$ cat config.mk
export PLATFORM = sky130hd
export DESIGN_NAME = pipe_stage_reg
export DESIGN_NICKNAME = d
export VERILOG_FILES = /design/src/rtl/pipe_stage_reg.sv
export SDC_FILE = /design/constraint.sdc
export NUM_CORES = 1
export LEC_CHECK = 0
export CORE_MARGIN = 4
export CORE_UTILIZATION = 30
export CTS_CLUSTER_SIZE = 8
export DETAILED_ROUTE_END_ITERATION = 7
export PLACE_DENSITY = 0.6
export SLEW_MARGIN = 25
export SYNTH_ARGS = -nofsm -noshare
export SYNTH_HDL_FRONTEND = slang
export SYNTH_SLANG_ARGS = --single-unit
$ cat constraint.sdc
create_clock -name clk -period 2.1 [get_ports clk]
set_input_delay 0.315 -clock clk [delete_from_list [all_inputs] [get_ports clk]]
set_output_delay 0.315 -clock clk [all_outputs]
set_load 0.01 [all_outputs]
$ cat src/rtl/pipe_stage_reg.sv
// Two-entry skid-buffered pipeline register (main + skid) with a registered in_ready.
// Optional saturating stall/transfer statistics are enabled by defining PIPE_STATS_EN.
module pipe_stage_reg #(
    parameter int unsigned DATA_W = 64,
    parameter int unsigned RD_W   = 5,
    parameter int unsigned CTRL_W = 2,
    parameter int unsigned CNT_W  = 16
) (
    input  logic              clk,
    input  logic              rst,
    input  logic              flush,
    input  logic              in_valid,
    output logic              in_ready,
    input  logic [DATA_W-1:0] in_data,
    input  logic [RD_W-1:0]   in_rd,
    input  logic [CTRL_W-1:0] in_ctrl,
    output logic              out_valid,
    input  logic              out_ready,
    output logic [DATA_W-1:0] out_data,
    output logic [RD_W-1:0]   out_rd,
    output logic [CTRL_W-1:0] out_ctrl
`ifdef PIPE_STATS_EN
   ,output logic [CNT_W-1:0]  stat_stall_cnt,
    output logic [CNT_W-1:0]  stat_xfer_cnt
`endif
);

    typedef enum logic [1:0] {
        ST_EMPTY = 2'd0,
        ST_MAIN  = 2'd1,
        ST_FULL  = 2'd2
    } state_t;

    state_t              state_q, state_d;
    logic                in_ready_q, in_ready_d;
    logic [DATA_W-1:0]   main_data_q, main_data_d;
    logic [RD_W-1:0]     main_rd_q, main_rd_d;
    logic [CTRL_W-1:0]   main_ctrl_q, main_ctrl_d;
    logic [DATA_W-1:0]   skid_data_q, skid_data_d;
    logic [RD_W-1:0]     skid_rd_q, skid_rd_d;
    logic [CTRL_W-1:0]   skid_ctrl_q, skid_ctrl_d;

    logic up_fire;
    logic dn_fire;

    assign out_valid = (state_q != ST_EMPTY);
    assign in_ready  = in_ready_q;
    assign up_fire   = in_valid && in_ready_q;
    assign dn_fire   = out_valid && out_ready;

    assign out_data  = main_data_q;
    assign out_rd    = main_rd_q;
    assign out_ctrl  = main_ctrl_q;

    always_comb begin
        // NOTE: every signal gets its hold value first so no path through the case infers a latch.
        state_d     = state_q;
        main_data_d = main_data_q;
        main_rd_d   = main_rd_q;
        main_ctrl_d = main_ctrl_q;
        skid_data_d = skid_data_q;
        skid_rd_d   = skid_rd_q;
        skid_ctrl_d = skid_ctrl_q;

        unique case (state_q)
            ST_EMPTY: begin
                if (up_fire) begin
                    state_d     = ST_MAIN;
                    main_data_d = in_data;
                    main_rd_d   = in_rd;
                    main_ctrl_d = in_ctrl;
                end
            end
            ST_MAIN: begin
                if (up_fire && dn_fire) begin
                    main_data_d = in_data;
                    main_rd_d   = in_rd;
                    main_ctrl_d = in_ctrl;
                end else if (dn_fire) begin
                    state_d = ST_EMPTY;
                end else if (up_fire) begin
                    state_d     = ST_FULL;
                    skid_data_d = in_data;
                    skid_rd_d   = in_rd;
                    skid_ctrl_d = in_ctrl;
                end
            end
            ST_FULL: begin
                // in_ready is low here, so only the downstream side can move.
                if (dn_fire) begin
                    state_d     = ST_MAIN;
                    main_data_d = skid_data_q;
                    main_rd_d   = skid_rd_q;
                    main_ctrl_d = skid_ctrl_q;
                end
            end
            default: state_d = ST_EMPTY;
        endcase

        // Flush drops everything, including an entry arriving this cycle.
        if (flush) begin
            state_d = ST_EMPTY;
        end

        in_ready_d = (state_d != ST_FULL);
    end

    // NOTE: state uses non-blocking assignments so all flops update together at the edge.
    always_ff @(posedge clk) begin
        if (rst) begin
            state_q     <= ST_EMPTY;
            in_ready_q  <= 1'b1;
            // NOTE: payload is cleared on reset because out_data/out_rd/out_ctrl must read 0 afterwards.
            main_data_q <= '0;
            main_rd_q   <= '0;
            main_ctrl_q <= '0;
            skid_data_q <= '0;
            skid_rd_q   <= '0;
            skid_ctrl_q <= '0;
        end else begin
            state_q     <= state_d;
            in_ready_q  <= in_ready_d;
            main_data_q <= main_data_d;
            main_rd_q   <= main_rd_d;
            main_ctrl_q <= main_ctrl_d;
            skid_data_q <= skid_data_d;
            skid_rd_q   <= skid_rd_d;
            skid_ctrl_q <= skid_ctrl_d;
        end
    end

`ifdef PIPE_STATS_EN
    localparam logic [CNT_W-1:0] CNT_MAX = '1;

    logic [CNT_W-1:0] stall_cnt_q, stall_cnt_d;
    logic [CNT_W-1:0] xfer_cnt_q, xfer_cnt_d;

    // Counters saturate; flush leaves them alone.
    always_comb begin
        stall_cnt_d = stall_cnt_q;
        xfer_cnt_d  = xfer_cnt_q;
        if (out_valid && !out_ready && (stall_cnt_q != CNT_MAX)) begin
            stall_cnt_d = stall_cnt_q + 1'b1;
        end
        if (dn_fire && (xfer_cnt_q != CNT_MAX)) begin
            xfer_cnt_d = xfer_cnt_q + 1'b1;
        end
    end

    always_ff @(posedge clk) begin
        if (rst) begin
            stall_cnt_q <= '0;
            xfer_cnt_q  <= '0;
        end else begin
            stall_cnt_q <= stall_cnt_d;
            xfer_cnt_q  <= xfer_cnt_d;
        end
    end

    assign stat_stall_cnt = stall_cnt_q;
    assign stat_xfer_cnt  = xfer_cnt_q;
`endif

endmodule

==> results.md, run 1 <==
- Residual overflow from global routing: 0
- Hold Path Class: register to register
- Number of core rows: 50
- Final setup viols: 0
- Number of flops mapped to enable cells by yosys: 0
- CTS Buf Count: 17
- Critical Path RT: roughly 1800 ps
- Post-Syn Instances: 724
- Global-route wire length before repair: 25.6 mm
- Die Y: 146 µm
- Logic pwr share: 0.129
- P per Cell Area: 867 nW/µm²
- Largest cells by area after synthesis: dfxtp_1, nand2_1, a311oi_1
- Fin. max-slew vios: 0
- Vias in the first global route: 4847
- Worst path arrival time: 1630 ps
- Design area: approximately 8000 µm²
- Via count: 5134
- Cell Int Power: 5.36 mW
- Outcome: complete, no violations
- Critical path buffers and inverters: 1
- Die area: 21200 µm²
- Final Total Pwr: ~7.0 mW
- Yosys cell types: 24
- Routed WL per cell: 14.2 µm
- Delay-heaviest family, CP: buffers and inverters
- N_diodes: 0
- Number of hold buffers added after CTS: 0
- RSZ-0062 raised after global routing: false
- Largest net degree at the start of global routing: 72
- Routed WL: 15.5 mm
- Total negative slack: 0 ps
- Synth top cells by count: nand2_1, dfxtp_1, a21oi_1, nor2_1, a311oi_1
- Flop pwr share: 0.424
- CTS tree: yes
- Worst slew pin tran: between 700 and 800 ps
- Psw: about 1.7 mW
- Tot GR Track Use: 0.146
- Fin crit share: 0.927
- Achievable frequency: about 0.5 GHz
- Hold_sp: skid_data_q[59]
- Sw Share: 0.237
- Cell Area, Synth: 5690 µm²
- Postcts setup bufs: 0
- Max-Cap Viols: 0
- Area growth syn-to-layout: 42.7%
- Peak supply drop: about 520 µV
- FFs w/ async S/R, synth: 0
- Post-DR vias/cell: 4.70
- Worst-path clk slew: 60 ps
- Ys Warns: 0
- Post-route minimum period: 1950 ps
- Clock power share: 0.447
- Final GP Congestion: 0.705
- Drt pass-1 iters: 4
- Syn Nets: 800
- Clock Skew: between 8 and 9 ps
- Worst-Skew Late Latency: 410 ps
- # clock sinks: 145
- Slowest CP cell: clkdlybuf4s50_1
- H-Tree Depth: 4
- Synth top area share: 0.510
- CP Capture Type: output port
- Post-DP HPWL: 9.70 mm
- Top-count cell post-synth: nand2_1
- Seq/Total Area, Yosys: 0.510
- Core area: 18700 µm²
- Initial cell density of the core: 0.304
- CTS root buf: clkbuf_16
- Post-synth top flop: dfxtp_1
- Worst Setup SP: state_q[1]
- Routed Antenna Nets: 0
- Leak pwr: 2.94 nW
- Top-Level Pins: roughly 150
- Clock tree buffer depth: 2
- Crit Reg-Reg Startpoint: state_q[0]
- Register area: 2910 µm²
- Kind of critical path: register to output port
- Fin Hold WS: 453 ps
- Remaining DRCs: 0
- Crit path cell chain: or2_1 > clkdlybuf4s50_1
- Fillers: between 1500 and 2000
- Die width: between 100 and 150 µm
- Multi-input logic area: 2530 µm²
- DR iter-0 viols: 281
- DP Area: 7490 µm²
- Final Hold Vio Count: 0
- Fin nets: 922
- Port Buffer Count: 148
- Worst rel slew slack: 0.514
- CP Max Fanout: 9
- Crit start category: register
- Initial antenna violation count: 0
- Post-synth top area cell: dfxtp_1
- Share of layout cells above drive strength 1: 0.0803
- Yosys reg bits: 145
- Synthesized area per cell: 7.85 µm²
- CP peak stage delay: 570 ps
## metal layers
metal / up-vias / global-route usage / part of all wire
li1: 2685 / - / -
met1: 2343 / 0.189 / 0.48
met2: 101 / 0.241 / 0.47
met3: 5 / 0.0405 / 0.041
met4: 0 / 0.0399 / 0.0067
met5: - / 0 / 0
## final cells by class
type	count	area share
clock buffer	20	0.0575
sequential	145	0.358
tap	234	0.0361
multi-input combinational	515	0.312
clock inverter	12	0.0191
timing repair buffer	167	0.217
## timing repair
| item | CTS | global route |
|---|---|---|
| gates resized for setup | 0 | 2 |
| endpoints found under the setup margin | 0 | 1 |
| endpoints found under the hold margin | 0 | 0 |
## registers in the layout (all words and copies together), names as in the netlist
signal and count:
in_ready 1, state_q 2, out_rd 5, skid_rd_q 5, skid_data_q 64, out_ctrl 2, out_data 64, skid_ctrl_q 2
## power by group through the flow
stage,Sequential [mW],Clock (mW),Combinational (mW)
6_report,2.98,3.14,0.905
5_1_grt,3.00,3.36,0.991
4_1_cts,2.99,3.24,0.919
3_5_place_dp,3.05,0,0.915
3_3_place_gp,3.05,0,0.911
2_1_floorplan,3.09,0,0.341
## through the flow
| step | worst slack [ps] | util | std cells |
|---|---|---|---|
| finish | 153 | 0.434 | 1093 |
| floorplan | 454 | - | 724 |
| CTS | 1.59 | 0.434 | 1093 |
| global placement | -6.00 | 0.400 | 1061 |
| global route | 75.4 | 0.434 | 1093 |
| detailed placement | -27.8 | 0.400 | 1061 |
## path summary, 6_finish.rpt
kind                                   endpoint  slack, ps  cells past startpoint
worst max-delay path                  out_valid        150                      2
worst min-delay path            skid_data_q[59]        450                      2
worst max register to register     out_data[21]        330                      5
worst min register to register  skid_data_q[59]        450                      2
## cell usage in the layout, fill, tap and decap left out, types with 9 or more instances in the layout
cell,instances
nand2_1,285
clkdlybuf4s50_1,147
dfxtp_1,143
nor2_1,72
a21oi_1,72
a311oi_1,61
clkbuf_16,17
buf_12,11
a311oi_2,10
buf_4,9
## cell families after synthesis
logic type,Yosys count,share of synthesized area
AOI/OAI and AO/OA,147,0.190
and+or+nand+nor,368,0.251
DFF,145,0.510
buffers and inverters,64,0.0488
## worst min-delay path, cell delays in order, from the launching register on
cell     delay (ps)
dfxtp_1         310
nand2_1          50
a21oi_1          50
(Power assumes the default switching activity.)
==> inputs of run 2 (changes only) <==
- CELL_PAD_IN_SITES_DETAIL_PLACEMENT: unset -> 0
- CELL_PAD_IN_SITES_GLOBAL_PLACEMENT: unset -> 1
- PLACE_DENSITY: 0.6 -> 0.76
==> results.md, run 2 (synthesis gave the netlist of run 1 again) <==
- DR iter-0 viols: 266 (-5.3%)
- Crit Reg-Reg Startpoint: state_q[0]
- Tot GR Track Use: 0.148 (+0.00223)
- Slowest CP cell: clkdlybuf4s50_1
- P per Cell Area: 896 nW/µm² (+3.4%)
- Psw: 1.67 mW (+0.22%)
- CTS tree: yes
- Fin. max-slew vios: 0 (unchanged)
- Peak supply drop: 510 µV (-2.5%)
- Share of layout cells above drive strength 1: 0.0825 (+0.00214)
- Worst Hold Path Cells: 2 (unchanged)
- Worst path arrival time: 1670 ps (+40 ps)
- Clock Skew: 11.3 ps (+2.40 ps)
- Fin crit share: 0.944 (+0.0163)
- Leak pwr: 2.99 nW (+1.7%)
- Commonest cells after routing, fill and taps aside: nand2_1, clkdlybuf4s50_1, dfxtp_1
- Total negative slack: 0 ps (unchanged)
- Number of core rows: 50 (unchanged)
- Routed WL per cell: 14.3 µm (+0.69%)
- H-Tree Depth: 4 (unchanged)
- Clock tree buffer depth: 2 (unchanged)
- Residual overflow from global routing: 0 (unchanged)
- Outcome: complete, no violations
- Die width: 146 µm (unchanged)
- Post-DR vias/cell: 4.74 (+0.91%)
- RSZ-0062 raised after global routing: false
- Vias in the first global route: 4898 (+1.1%)
- Area growth syn-to-layout: 44.8%
- R2r endpoint: out_data[45]
- CTS root buf: clkbuf_16
- Crit path cell chain: or2_1 > clkdlybuf4s50_1
- Kind of critical path: register to output port
- Fin nets: 924 (+0.22%)
- N_diodes: 0 (unchanged)
- # clock sinks: 145 (unchanged)
- Max-Cap Viols: 0 (unchanged)
- Final core occ: 0.440 (+0.00642)
- Worst-path clk slew: 60 ps (about the same)
- Final GP Congestion: 0.761 (+8.0%)
- Number of hold buffers added after CTS: 0 (unchanged)
- Top-Level Pins: 149 (unchanged)
- Cell Int Power: 5.71 mW (+6.4%)
- Achievable frequency: 0.505 GHz (-1.7%)
- Global-route wire length before repair: 25.8 mm (+0.73%)
- CP peak stage delay: 570 ps (about the same)
- Final Hold Vio Count: 0 (unchanged)
- R2R cell count: 6 (+1)
- Crit start category: register
- Critical Path RT: 1780 ps (about the same)
- Hold_sp: skid_data_q[15]
- Routed WL: 15.6 mm (+0.88%)
- CP Capture Type: output port
- Via count: 5190 (+1.1%)
- CP Max Fanout: 9 (unchanged)
- Flop pwr share: 0.405 (-0.019)
- Hold Path Class: register to register
- Worst rel slew slack: 0.469 (-0.0452)
- Post-route minimum period: 1980 ps (+34.2 ps)
- Initial cell density of the core: 0.304 (unchanged)
- Drt pass-1 iters: 4 (unchanged)
- Reg-to-reg setup timing slack: 380 ps (+50 ps)
- Post-DP HPWL: 9.93 mm (+2.3%)
- Final setup viols: 0 (unchanged)
- CTS Buf Count: 17 (unchanged)
- Die area: 21200 µm² (unchanged)
- Clock power share: 0.469 (+0.022)
- Worst slew pin tran: 796 ps (+67.8 ps)
- Worst-Skew Late Latency: 410 ps (about the same)
- Core area: 18700 µm² (unchanged)
- Logic pwr share: 0.126 (-0.003)
- Sw Share: 0.226 (-0.0106)
- Min-Delay Endpoint: skid_data_q[15]
- Die Y: 146 µm (unchanged)
- Port Buffer Count: 148 (unchanged)
- Initial antenna violation count: 0 (unchanged)
- Routed Antenna Nets: 0 (unchanged)
- Remaining DRCs: 0 (unchanged)
- Most common cell after layout, fill and taps aside: nand2_1
- Largest net degree at the start of global routing: 72 (unchanged)
[run 2: changes by cell type in the layout (fill, tap and decap cells not counted), sizes merged]
cell / before / now
buf: 20 / 22
bufinv: 3 / 6
clkbuf: 20 / 19
clkinv: 5 / 3
clkinvlp: 2 / 4
inv: 2 / 0
[run 2: area by class of cell]
type	count	area, µm²
clock buffers	19	453
repair buffers	169	1810
fillers	1893	10500
well taps	234	293
multi-input cells	515	2540
clock inverters	13	233
flip-flops and latches	145	2910
[run 2: critical path, delay by kind of cell (launching register included)]
kind | cells | cell delay [ps]
buffers and inverters | 1 | 570
and+or+nand+nor | 1 | 240
DFF | 1 | 430
[run 2: metal layers]
metal / track usage / up-vias / share of wire
met5: 0 / - / 0
met4: 0.0546 / 0 / 0.013
met3: 0.0364 / 12 / 0.045
met2: 0.240 / 115 / 0.47
met1: 0.193 / 2371 / 0.47
li1: - / 2692 / -
[run 2: what timing repair did]
item                       CTS  global route
buffers inserted             0             0
gates resized for setup      1             1
setup endpoints to repair    1             1
[run 2: worst max path at each step]
stage                          start              to  slack (ps)  depth (start not counted)
after floorplan             in_ready  skid_ctrl_q[0]         450                          6
after global placement     out_ready    out_data[14]          70                          7
after detailed placement    in_valid    out_data[45]          30                          8
after CTS                 state_q[0]       out_valid          30                          2
after global routing      state_q[1]       out_valid          30                          2
final                     state_q[1]       out_valid         120                          2
[run 2: power groups by stage]
stage                     logic, mW  registers, mW  clock network (mW)
after floorplan               0.341           3.09                   0
after global placement        0.936           3.05                   0
after detailed placement      0.940           3.05                   0
after CTS                     0.944           2.99                3.56
after global routing           1.01           3.00                3.69
final                         0.929           2.99                3.46
[run 2: metrics by stage]
| step | total power, mW | hold WS, ps | instances | setup WS [ps] | area, µm² |
|---|---|---|---|---|---|
| 2_1_floorplan | 3.43 | 393 | 724 | 454 | 5690 |
| 3_3_place_gp | 3.98 | 442 | 1063 | 73.3 | 7540 |
| 3_5_place_dp | 3.99 | 447 | 1063 | 28.5 | 7540 |
| 4_1_cts | 7.49 | 446 | 1095 | 33.0 | 8230 |
| 5_1_grt | 7.71 | 468 | 1095 | 28.2 | 8230 |
| 6_report | 7.38 | 453 | 1095 | 118 | 8230 |
==> inputs of run 3 (changes only) <==
- PLACE_DENSITY: 0.76 -> 0.79
- clock period: 2.1 -> 1.6 ns (I/O delays scaled with it)
==> results.md, run 3 (synthesis gave the netlist of run 1 again) <==
- Kind of critical path: register to register
- Die Y: 146 µm (unchanged)
- Placed cell count: 1075 (+1.1%)
- Via count: 5383 (+3.7%)
- CP Max Fanout: 12 (+3)
- Outcome: complete, no violations
- Design area: 8710 µm² (+5.8%)
- Register area: 2910 µm² (unchanged)
- Vias in the first global route: 5142 (+5.0%)
- Worst path arrival time: 1890 ps (+220 ps)
- Top-Level Pins: 149 (unchanged)
- Worst-Skew Late Latency: 410 ps (about the same)
- Worst-path clk slew: 60 ps (about the same)
- Max-Cap Viols: 0 (unchanged)
- # clock sinks: 145 (unchanged)
- Slowest CP cell: dfxtp_2
- Worst rel slew slack: 0.803 (+0.333)
- Achievable frequency: 0.635 GHz
- Pre-CTS WS: -415 ps (-444 ps)
- H-Tree Depth: 4 (unchanged)
- CP peak stage delay: 330 ps (-240 ps)
- Clock tree buffer depth: 2 (unchanged)
- Non-filler cells, final: 1125 (+2.7%)
- Port Buffer Count: 148 (unchanged)
- Most common cell after layout, fill and taps aside: nand2_1
- Commonest cells after routing, fill and taps aside: nand2_1, dfxtp_1, clkdlybuf4s50_1
- RSZ-0062 raised after global routing: true
- Fin crit share: 0.984
- Clock Skew: 8.52 ps (-2.78 ps)
- Post-DR vias/cell: 4.78 (+0.95%)
- Final Total Pwr: 9.64 mW (+31%)
- CTS tree: yes
- Final GP Congestion: 0.703 (-7.6%)
- Multi-input logic area: 2590 µm² (+1.9%)
- Core area: 18700 µm² (unchanged)
- Die width: 146 µm (unchanged)
- Number of core rows: 50 (unchanged)
- Critical path buffers and inverters: 2 (+1)
- Final Hold Vio Count: 0 (unchanged)
- Post-route minimum period: 1570 ps
- Final setup viols: 0 (unchanged)
- CTS root buf: clkbuf_16
- Initial cell density of the core: 0.304 (unchanged)
- Total negative slack: 0 ps (unchanged)
- Die area: 21200 µm² (unchanged)
- DR iter-0 viols: 267 (+0.38%)
- Initial antenna violation count: 0 (unchanged)
- Fin nets: 954 (+3.2%)
- Routed Antenna Nets: 0 (unchanged)
- Post-DP HPWL: 10.2 mm (+3.1%)
- Global-route wire length before repair: 27.1 mm (+5.2%)
- Routed WL: 17.5 mm (+12%)
- Fillers: 1835 (-3.1%)
- Crit path cell chain: or2_4 > o211ai_4 > buf_6 > clkbuf_16 > nor2_1 > a311oi_1
- Critical Path RT: 1910 ps (+130 ps)
- Worst slew pin tran: 296 ps (-500 ps)
- Delay-heaviest family, CP: compound AO/OA/AOI/OAI gates
- Drt pass-1 iters: 4 (unchanged)
- Final WS setup: 26.0 ps (-92.4 ps)
- Crit start category: register
- Remaining DRCs: 0 (unchanged)
- Leak pwr: 3.34 nW (+12%)
- Area growth syn-to-layout: 53.2%
- Routed WL per cell: 15.6 µm (+9.1%)
- Tot GR Track Use: 0.156 (+0.00761)
- Fin. max-slew vios: 0 (unchanged)
- Peak supply drop: 649 µV (+27%)
- Hold Path Class: primary input to register
- Largest net degree at the start of global routing: 55 (-24%)
- N_diodes: 0 (unchanged)
- Residual overflow from global routing: 0 (unchanged)
- CP Capture Type: register
- DP Area: 7650 µm² (+1.3%)
- Share of layout cells above drive strength 1: 0.127 (+0.0444)
- CTS Buf Count: 17 (unchanged)
- P per Cell Area: 1110 nW/µm² (+23%)
==> run 3: cell type report <==
class | count | share of cell area
flip-flops and latches | 145 | 0.333
repair buffers | 199 | 0.262
clock inverters | 9 | 0.0174
well taps | 234 | 0.0336
clock buffers | 23 | 0.0572
multi-input cells | 515 | 0.297
==> run 3: stage by stage <==
step            util  hold slack (ps)
6_report       0.466              210
5_1_grt        0.466              209
4_1_cts        0.450              186
3_5_place_dp   0.409              447
3_3_place_gp   0.409              441
2_1_floorplan      -              318
==> run 3: path summary, 6_finish.rpt <==
path	slack, ps	to	from	cells past startpoint
hold / removal	210	skid_data_q[49]	rst	2
hold reg to reg	450	skid_rd_q[1]	skid_rd_q[1]	2
setup reg to reg	30	out_data[58]	state_q[0]	6
setup / recovery	30	out_data[58]	state_q[0]	6
==> run 3: what timing repair did <==
action,CTS,global route
setup endpoints to repair,73,77
gates resized for setup,9,28
buffers inserted,3,6
pin swaps,1,46
cloned,3,6
hold buffers,0,0
==> run 3: worst register-to-register path, cell delays in order, from the launching register on <==
cell and delay (ps):
dfxtp_2 330, or2_4 260, o211ai_4 260, buf_6 170
clkbuf_16 160, nor2_1 60, a311oi_1 250
==> run 3: layer usage <==
metal	share of wire	global-route usage
met3	0.035	0.0402
met5	0	0
met2	0.51	0.266
met4	0.0051	0.0399
met1	0.45	0.198
==> run 3: power by group <==
part / internal (mW) / leakage (nW) / total (mW) / switching [mW]
Clock: 2.82 / 0.319 / 4.31 / 1.49
Combinational: 0.789 / 1.83 / 1.41 / 0.622
Sequential: 3.81 / 1.19 / 3.92 / 0.110
